<file path="src/rtl/pc_hazard_controller.sv">
// PC sequencing and hazard control for the pipelined MIPS core: next-PC selection,
// load-use stalls, instruction-memory stall handling and deferred branch/jump redirects.
module pc_hazard_controller #(
  parameter int               WIDTH    = 32,
  parameter logic [WIDTH-1:0] RESET_PC = {WIDTH{1'b0}},
  parameter int               CNT_W    = 16
) (
  input  logic             clk,
  input  logic             rst_n,
  input  logic [WIDTH-1:0] pc,
  input  logic             imem_ready,
  input  logic             id_ex_mem_read,
  input  logic [4:0]       id_ex_rt,
  input  logic [4:0]       if_id_rs,
  input  logic [4:0]       if_id_rt,
  input  logic             branch_taken,
  input  logic [WIDTH-1:0] branch_target,
  input  logic             jump,
  input  logic [WIDTH-1:0] jump_target,
  output logic [WIDTH-1:0] next_pc,
  output logic             pc_freeze,
  output logic             if_id_freeze,
  output logic             if_id_flush,
  output logic             id_ex_bubble,
  output logic [CNT_W-1:0] stall_count
);

  typedef enum logic [1:0] {
    RUN        = 2'd0,
    LU_STALL   = 2'd1,
    WAIT       = 2'd2,
    WAIT_REDIR = 2'd3
  } state_t;

  localparam logic [CNT_W-1:0] CNT_MAX = {CNT_W{1'b1}};
  localparam logic [CNT_W-1:0] CNT_ONE = {{(CNT_W-1){1'b0}}, 1'b1};
  localparam logic [WIDTH-1:0] PC_INC  = {{(WIDTH-3){1'b0}}, 3'b100};

  state_t           state_r;
  state_t           state_nxt_s;
  logic [WIDTH-1:0] redir_r;
  logic [WIDTH-1:0] redir_nxt_s;
  logic             hazard_s;
  logic             hazard_eff_s;
  logic             redirect_s;
  logic [WIDTH-1:0] tgt_s;
  logic [WIDTH-1:0] pc_plus4_s;

  // Derived hazard/redirect terms; detection is masked for the single LU_STALL cycle.
  always_comb begin
    hazard_s     = id_ex_mem_read && (id_ex_rt != 5'd0) &&
                   ((id_ex_rt == if_id_rs) || (id_ex_rt == if_id_rt));
    hazard_eff_s = hazard_s && (state_r != LU_STALL);
    redirect_s   = jump || branch_taken;
    tgt_s        = jump ? jump_target : branch_target;
    pc_plus4_s   = pc + PC_INC;
  end

  // State and captured redirect target register.
  always_ff @(posedge clk or negedge rst_n) begin
    if (!rst_n) begin
      state_r <= RUN;
      redir_r <= {WIDTH{1'b0}};
    end else begin
      state_r <= state_nxt_s;
      redir_r <= redir_nxt_s;
    end
  end

  // Next-state logic; WAIT with memory ready is resolved exactly like RUN.
  always_comb begin
    state_nxt_s = state_r;
    redir_nxt_s = redir_r;
    case (state_r)
      RUN, LU_STALL, WAIT: begin
        if (!imem_ready) begin
          if ((state_r != WAIT) && redirect_s && !hazard_eff_s) begin
            state_nxt_s = WAIT_REDIR;
            redir_nxt_s = tgt_s;
          end else begin
            state_nxt_s = WAIT;
          end
        end else if (hazard_eff_s) begin
          state_nxt_s = LU_STALL;
        end else begin
          state_nxt_s = RUN;
        end
      end
      WAIT_REDIR: begin
        if (imem_ready) begin
          state_nxt_s = RUN;
        end else begin
          state_nxt_s = WAIT_REDIR;
        end
      end
      default: begin
        state_nxt_s = RUN;
        redir_nxt_s = {WIDTH{1'b0}};
      end
    endcase
  end

  // Control outputs act in the same cycle; reset forces the PC to RESET_PC and frozen.
  always_comb begin
    next_pc      = pc;
    pc_freeze    = 1'b0;
    if_id_freeze = 1'b0;
    if_id_flush  = 1'b0;
    id_ex_bubble = 1'b0;
    if (!rst_n) begin
      next_pc   = RESET_PC;
      pc_freeze = 1'b1;
    end else begin
      case (state_r)
        RUN, LU_STALL, WAIT: begin
          if (!imem_ready) begin
            pc_freeze    = 1'b1;
            if_id_freeze = 1'b1;
            next_pc      = pc;
          end else if (hazard_eff_s) begin
            pc_freeze    = 1'b1;
            if_id_freeze = 1'b1;
            id_ex_bubble = 1'b1;
            next_pc      = pc;
          end else if (redirect_s) begin
            next_pc     = tgt_s;
            if_id_flush = 1'b1;
          end else begin
            next_pc = pc_plus4_s;
          end
        end
        WAIT_REDIR: begin
          if (imem_ready) begin
            next_pc     = redir_r;
            if_id_flush = 1'b1;
          end else begin
            pc_freeze    = 1'b1;
            if_id_freeze = 1'b1;
            next_pc      = pc;
          end
        end
        default: begin
          pc_freeze    = 1'b1;
          if_id_freeze = 1'b1;
          next_pc      = pc;
        end
      endcase
    end
  end

  // Saturating count of frozen-PC cycles for performance debug.
  always_ff @(posedge clk or negedge rst_n) begin
    if (!rst_n) begin
      stall_count <= {CNT_W{1'b0}};
    end else if (pc_freeze && (stall_count != CNT_MAX)) begin
      stall_count <= stall_count + CNT_ONE;
    end else begin
      stall_count <= stall_count;
    end
  end

endmodule

</file>
<file path="config.mk">
export PLATFORM = sky130hd
export DESIGN_NAME = pc_hazard_controller
export DESIGN_NICKNAME = d
export VERILOG_FILES = /design/src/rtl/pc_hazard_controller.sv
export SDC_FILE = /design/constraint.sdc
export NUM_CORES = 1
export LEC_CHECK = 0
export ABC_CLOCK_PERIOD_IN_PS = 3500
export CORE_AREA = 2 2 104 106
export DETAILED_ROUTE_END_ITERATION = 12
export DIE_AREA = 0 0 106 108
export PLACE_DENSITY = 0.79
export SYNTH_ARGS = -nofsm -noshare
export SYNTH_HDL_FRONTEND = slang
export SYNTH_SLANG_ARGS = --single-unit
export TNS_END_PERCENT = 1
</file>
<file path="constraint.sdc">
create_clock -name clk -period 3.5 [get_ports clk]
set_clock_uncertainty 0.05 [all_clocks]
set_input_delay 0.7 -clock clk [delete_from_list [all_inputs] [get_ports clk]]
set_output_delay 0.7 -clock clk [all_outputs]
set_load 0.03 [all_outputs]
</file>
==> impl_summary.txt <==
----------------------------------------------------
[Floorplanning]
  Std-Cell Core Area ... about 10000 um2
  Initial core utilization ... 0.4514
  Floorplan die width ... approximately 110 um
  Overall die area ... roughly 11000 um2
  Y dimension of the die ... between 100 and 150 um
  Number of top-level design ports ... 169
  Number of placement rows ... 37

[Global route]
  Gr ovfl total ... 0
  Aggregate global-route resource usage ... 0.3078
  Wire length of the first global-routing pass ... 28.17 mm
  Initial antenna violation count ... 0
  Maximum number of pins on one net before global-route repair ... 45
  Number of global-route vias before repair ... 5592

[Logic synthesis]
  Flip-flop cell with the highest count after synthesis ... sky130_fd_sc_hd__dfrtp_1
  Post-synthesis cell type with the largest combined area ... sky130_fd_sc_hd__dfrtp_1
  Per-instance average area after synthesis ... slightly below 8 um2
  Net count after synthesis ... 705
  Synthesis-stage register bit count ... 50
  Top cells by area, synth ... sky130_fd_sc_hd__dfrtp_1 27%, sky130_fd_sc_hd__mux2i_1 8.2%, sky130_fd_sc_hd__nand2_1 6.5%, sky130_fd_sc_hd__xnor2_1 6.3%, sky130_fd_sc_hd__a21oi_1 4.0%
  Portion of netlist area occupied by mux cells ... 0.1214
  Adder-Cell Fraction of Synth Area ... 0.005419
  Synth Area in Simple Gates ... 0.2213
  Largest family of logic cells by synthesized area ... compound AO/OA/AOI/OAI gates
  Post-Syn Instances ... roughly 590
  Area share of the largest cell type after synthesis ... 0.2709
  Async set-reset flop share out of synthesis ... 1.000
  Complex-gate fraction of the synthesized area ... 0.2406
  Sequential area share after synthesis ... 0.2709
  Number of enable flip-flop cells after synthesis ... 0
  Xor and xnor area share after synthesis ... 0.08155
  Post-synthesis instance area ... between 4000 and 5000 um2
  Unique masters post-synth ... 54
  Yosys warnings ... 0

[STA]
  Setup violations, final ... 0
  Final-report hold violation count ... 0
  Max Clk Rate ... approximately 290 MHz
  RSZ-0062 raised after global routing ... yes
  Max-slew violation count ... 0
  Slew headroom ... 0.4120
  Part of the cycle the worst path needs ... 0.9947
  Slew @ Worst Pin ... just under 0.9 ns
  Min Tclk post-route ... between 3 and 4 ns
  Fin Setup TNS ... 0 ns

[Detailed routing]
  Post-route antenna net violation count ... 0
  Vias per std cell ... just under 6
  First drt pass iteration count ... 5
  Via count of the routed design ... between 5000 and 6000
  DR WL/cell ... 18.78 um
  Post-route DRC violation count ... 0
  Number of DRC markers after the initial detailed-route iteration ... roughly 350
  Wirelength, routed ... ~18 mm

[Worst setup path]
  Number of cells on the worst reg-to-reg path ... 6
  Critical Path Fanout Max ... 6
  Required time of the worst setup path ... roughly 2.8 ns
  R2r startpoint ... stall_count[7]
  Startpoint of the most critical setup path ... pc[2]
  Worst setup SP type ... primary input
  Worst setup path category ... in2out
  R2R setup slack ... 1.28 ns
  Worst r2r dst ... stall_count[1]
  Crit path DAT ... about 2.7 ns
  Worst Setup End Kind ... primary output

[Cells and area]
  Final Net Count ... 935
  Number of fill cells ... between 800 and 900
  Number of standard cells in the layout, taps in and fillers out ... between 900 and 1000
  Core occupancy in the finished layout ... 0.7096
  Fin area ... between 7000 and 8000 um2
  Fraction of layout instances using a drive strength above 1 ... 0.2607
  Area growth, synth to finish ... 57.19%
  Antenna diode count ... 0

[Hold path]
  Class of the tightest hold or removal check ... in2async

[Clock network]
  Number of CTS-inserted buffers ... 5
  Clock sinks ... 50
  Clock root buffer master ... sky130_fd_sc_hd__clkbuf_8
  Hold-fix buffers, CTS ... 0
  Clock tree buffer depth ... 2
  CTS HTree Levels ... 2
  CTS tree ... done
  Worst-path clk slew ... 0.11 ns
  Skew-Pair Late Insertion Delay ... 0.32 ns

[Power and ir drop]
  Leakage power total ... ~0.0031 uW
  Power density normalized to cell area ... 317.4 nW/um2
  Maximum vdd drop ... ~370 uV

[Outcome]
  Outcome ... complete, no violations

[Run]
  MaxCap Viol Count ... 0

[Placement]
  GP Congestion ... slightly below 1
  Cell total after placement ... between 900 and 1000
  Number of input and output port buffers inserted ... 168
  HPWL reported at the end of detailed placement ... 13.53 mm
  Post-place instance area ... roughly 7000 um2

----------------------------------------------------
## sequential cells by signal, indices dropped and copies added (netlist names)
name,count
redir_r,32
stall_count,16
state_r,2
## critical path: stages
cell and delay (ns):
sky130_fd_sc_hd__clkdlybuf4s15_1 0.31, sky130_fd_sc_hd__buf_4 0.22, sky130_fd_sc_hd__and2_1 0.15, sky130_fd_sc_hd__nand3_1 0.13, sky130_fd_sc_hd__or4_1 0.44, sky130_fd_sc_hd__a21oi_1 0.23, sky130_fd_sc_hd__o211ai_1 0.12, sky130_fd_sc_hd__a21boi_1 0.22
sky130_fd_sc_hd__buf_4 0.20
## final cells by class
cell class              instances  area (um2)  area share
clock inverters                 3       43.79    0.006032
multi-input cells             479        3259      0.4490
repair buffers                269        2425      0.3340
inverters                      11       41.29    0.005688
clock buffers                   5       68.82    0.009479
flip-flops and latches         50        1251      0.1724
well taps                     136       170.2     0.02344
## where the power goes
| part | leakage [uW] | internal (uW) | switching, uW |
|---|---|---|---|
| Clock | 0.0000585 | 215 | 231 |
| Combinational | 0.00242 | 518 | 572 |
| Sequential | 0.000632 | 684 | 84.0 |
| Total | 0.00311 | 1420 | 887 |
## worst max-delay path by stage
stage / end / slack [ns] / depth (start not counted)
final: next_pc[19] / 0.02 / 9
after global routing: next_pc[25] / -0.003 / 9
after CTS: next_pc[8] / -0.03 / 10
after detailed placement: if_id_freeze / -0.55 / 8
after global placement: if_id_freeze / -0.48 / 8
after floorplan: next_pc[17] / -0.06 / 7
## cells in the mapped netlist, types with 3 or more instances
| cell type | instances |
|---|---|
| sky130_fd_sc_hd__a211o_1 | 4 |
| sky130_fd_sc_hd__a211oi_1 | 7 |
| sky130_fd_sc_hd__a21oi_1 | 37 |
| sky130_fd_sc_hd__a31oi_1 | 16 |
| sky130_fd_sc_hd__and2_1 | 6 |
| sky130_fd_sc_hd__and3_1 | 11 |
| sky130_fd_sc_hd__and4_1 | 4 |
| sky130_fd_sc_hd__buf_2 | 4 |
| sky130_fd_sc_hd__buf_6 | 7 |
| sky130_fd_sc_hd__clkbuf_1 | 33 |
| sky130_fd_sc_hd__dfrtp_1 | 50 |
| sky130_fd_sc_hd__inv_1 | 11 |
| sky130_fd_sc_hd__mux2_2 | 16 |
| sky130_fd_sc_hd__mux2i_1 | 38 |
| sky130_fd_sc_hd__nand2_1 | 80 |
| sky130_fd_sc_hd__nand3_1 | 26 |
| sky130_fd_sc_hd__nand4_1 | 20 |
| sky130_fd_sc_hd__nor2_1 | 22 |
| sky130_fd_sc_hd__nor2b_1 | 9 |
| sky130_fd_sc_hd__nor3_1 | 8 |
| sky130_fd_sc_hd__nor3b_1 | 3 |
| sky130_fd_sc_hd__nor4_1 | 5 |
| sky130_fd_sc_hd__o211ai_1 | 8 |
| sky130_fd_sc_hd__o21ai_0 | 36 |
| sky130_fd_sc_hd__o21ai_1 | 15 |
| sky130_fd_sc_hd__o21ai_2 | 17 |
| sky130_fd_sc_hd__o221ai_1 | 6 |
| sky130_fd_sc_hd__o22ai_1 | 5 |
| sky130_fd_sc_hd__o32ai_1 | 3 |
| sky130_fd_sc_hd__or3_1 | 5 |
| sky130_fd_sc_hd__xnor2_1 | 33 |
| sky130_fd_sc_hd__xor2_1 | 10 |
## timing repair
action,4_1_cts,5_1_grt
buffers inserted,2,2
setup endpoints to repair,35,30
pin swaps,18,12
resized for setup,50,34
## stage by stage
stage | hold slack (ns) | setup slack, ns | total power, uW
6_report | 0.3793 | 0.01853 | 2304
5_1_grt | 0.3821 | -0.002539 | 2420
4_1_cts | 0.3748 | -0.02838 | 2290
3_5_place_dp | 0.4103 | -0.5521 | 1839
3_3_place_gp | 0.4046 | -0.4787 | 1813
2_1_floorplan | 0.3544 | -0.06332 | 1324
## cell families (layout without fill, tap and decap cells)
| kind of cell | count (synthesis) | in the layout |
|---|---|---|
| and+or+nand+nor | 207 | 207 |
| AOI/OAI and AO/OA | 173 | 173 |
| buffers and inverters | 57 | 288 |
| muxes | 54 | 54 |
| DFF | 50 | 50 |
| xor gates and xnor gates | 43 | 43 |
| adders and majority gates | 2 | 2 |
## layout by cell type, fill, tap and decap left out, types with 17 or more instances in the layout
| cell | Yosys | layout |
|---|---|---|
| sky130_fd_sc_hd__dfrtp_1 | 50 | 50 |
| sky130_fd_sc_hd__o21ai_2 | 17 | 17 |
| sky130_fd_sc_hd__xnor2_1 | 33 | 33 |
| sky130_fd_sc_hd__o21ai_0 | 36 | 36 |
| sky130_fd_sc_hd__clkdlybuf4s50_1 | 0 | 106 |
| sky130_fd_sc_hd__nand2_1 | 80 | 79 |
| sky130_fd_sc_hd__nor2_1 | 22 | 22 |
| sky130_fd_sc_hd__mux2i_1 | 38 | 38 |
| sky130_fd_sc_hd__nand3_1 | 26 | 26 |
| sky130_fd_sc_hd__nand4_1 | 20 | 20 |
| sky130_fd_sc_hd__buf_4 | 0 | 120 |
| sky130_fd_sc_hd__a21oi_1 | 37 | 37 |
## routing by layer
metal	global-route usage	routed length (um)	vias to the layer above
li1	-	-	2625
met1	0.4095	7696	2588
met2	0.5037	8179	291
met3	0.06570	1642	32
met4	0.09586	381	0
met5	0	0	-
Note: power is estimated with default switching activity, not from simulation.
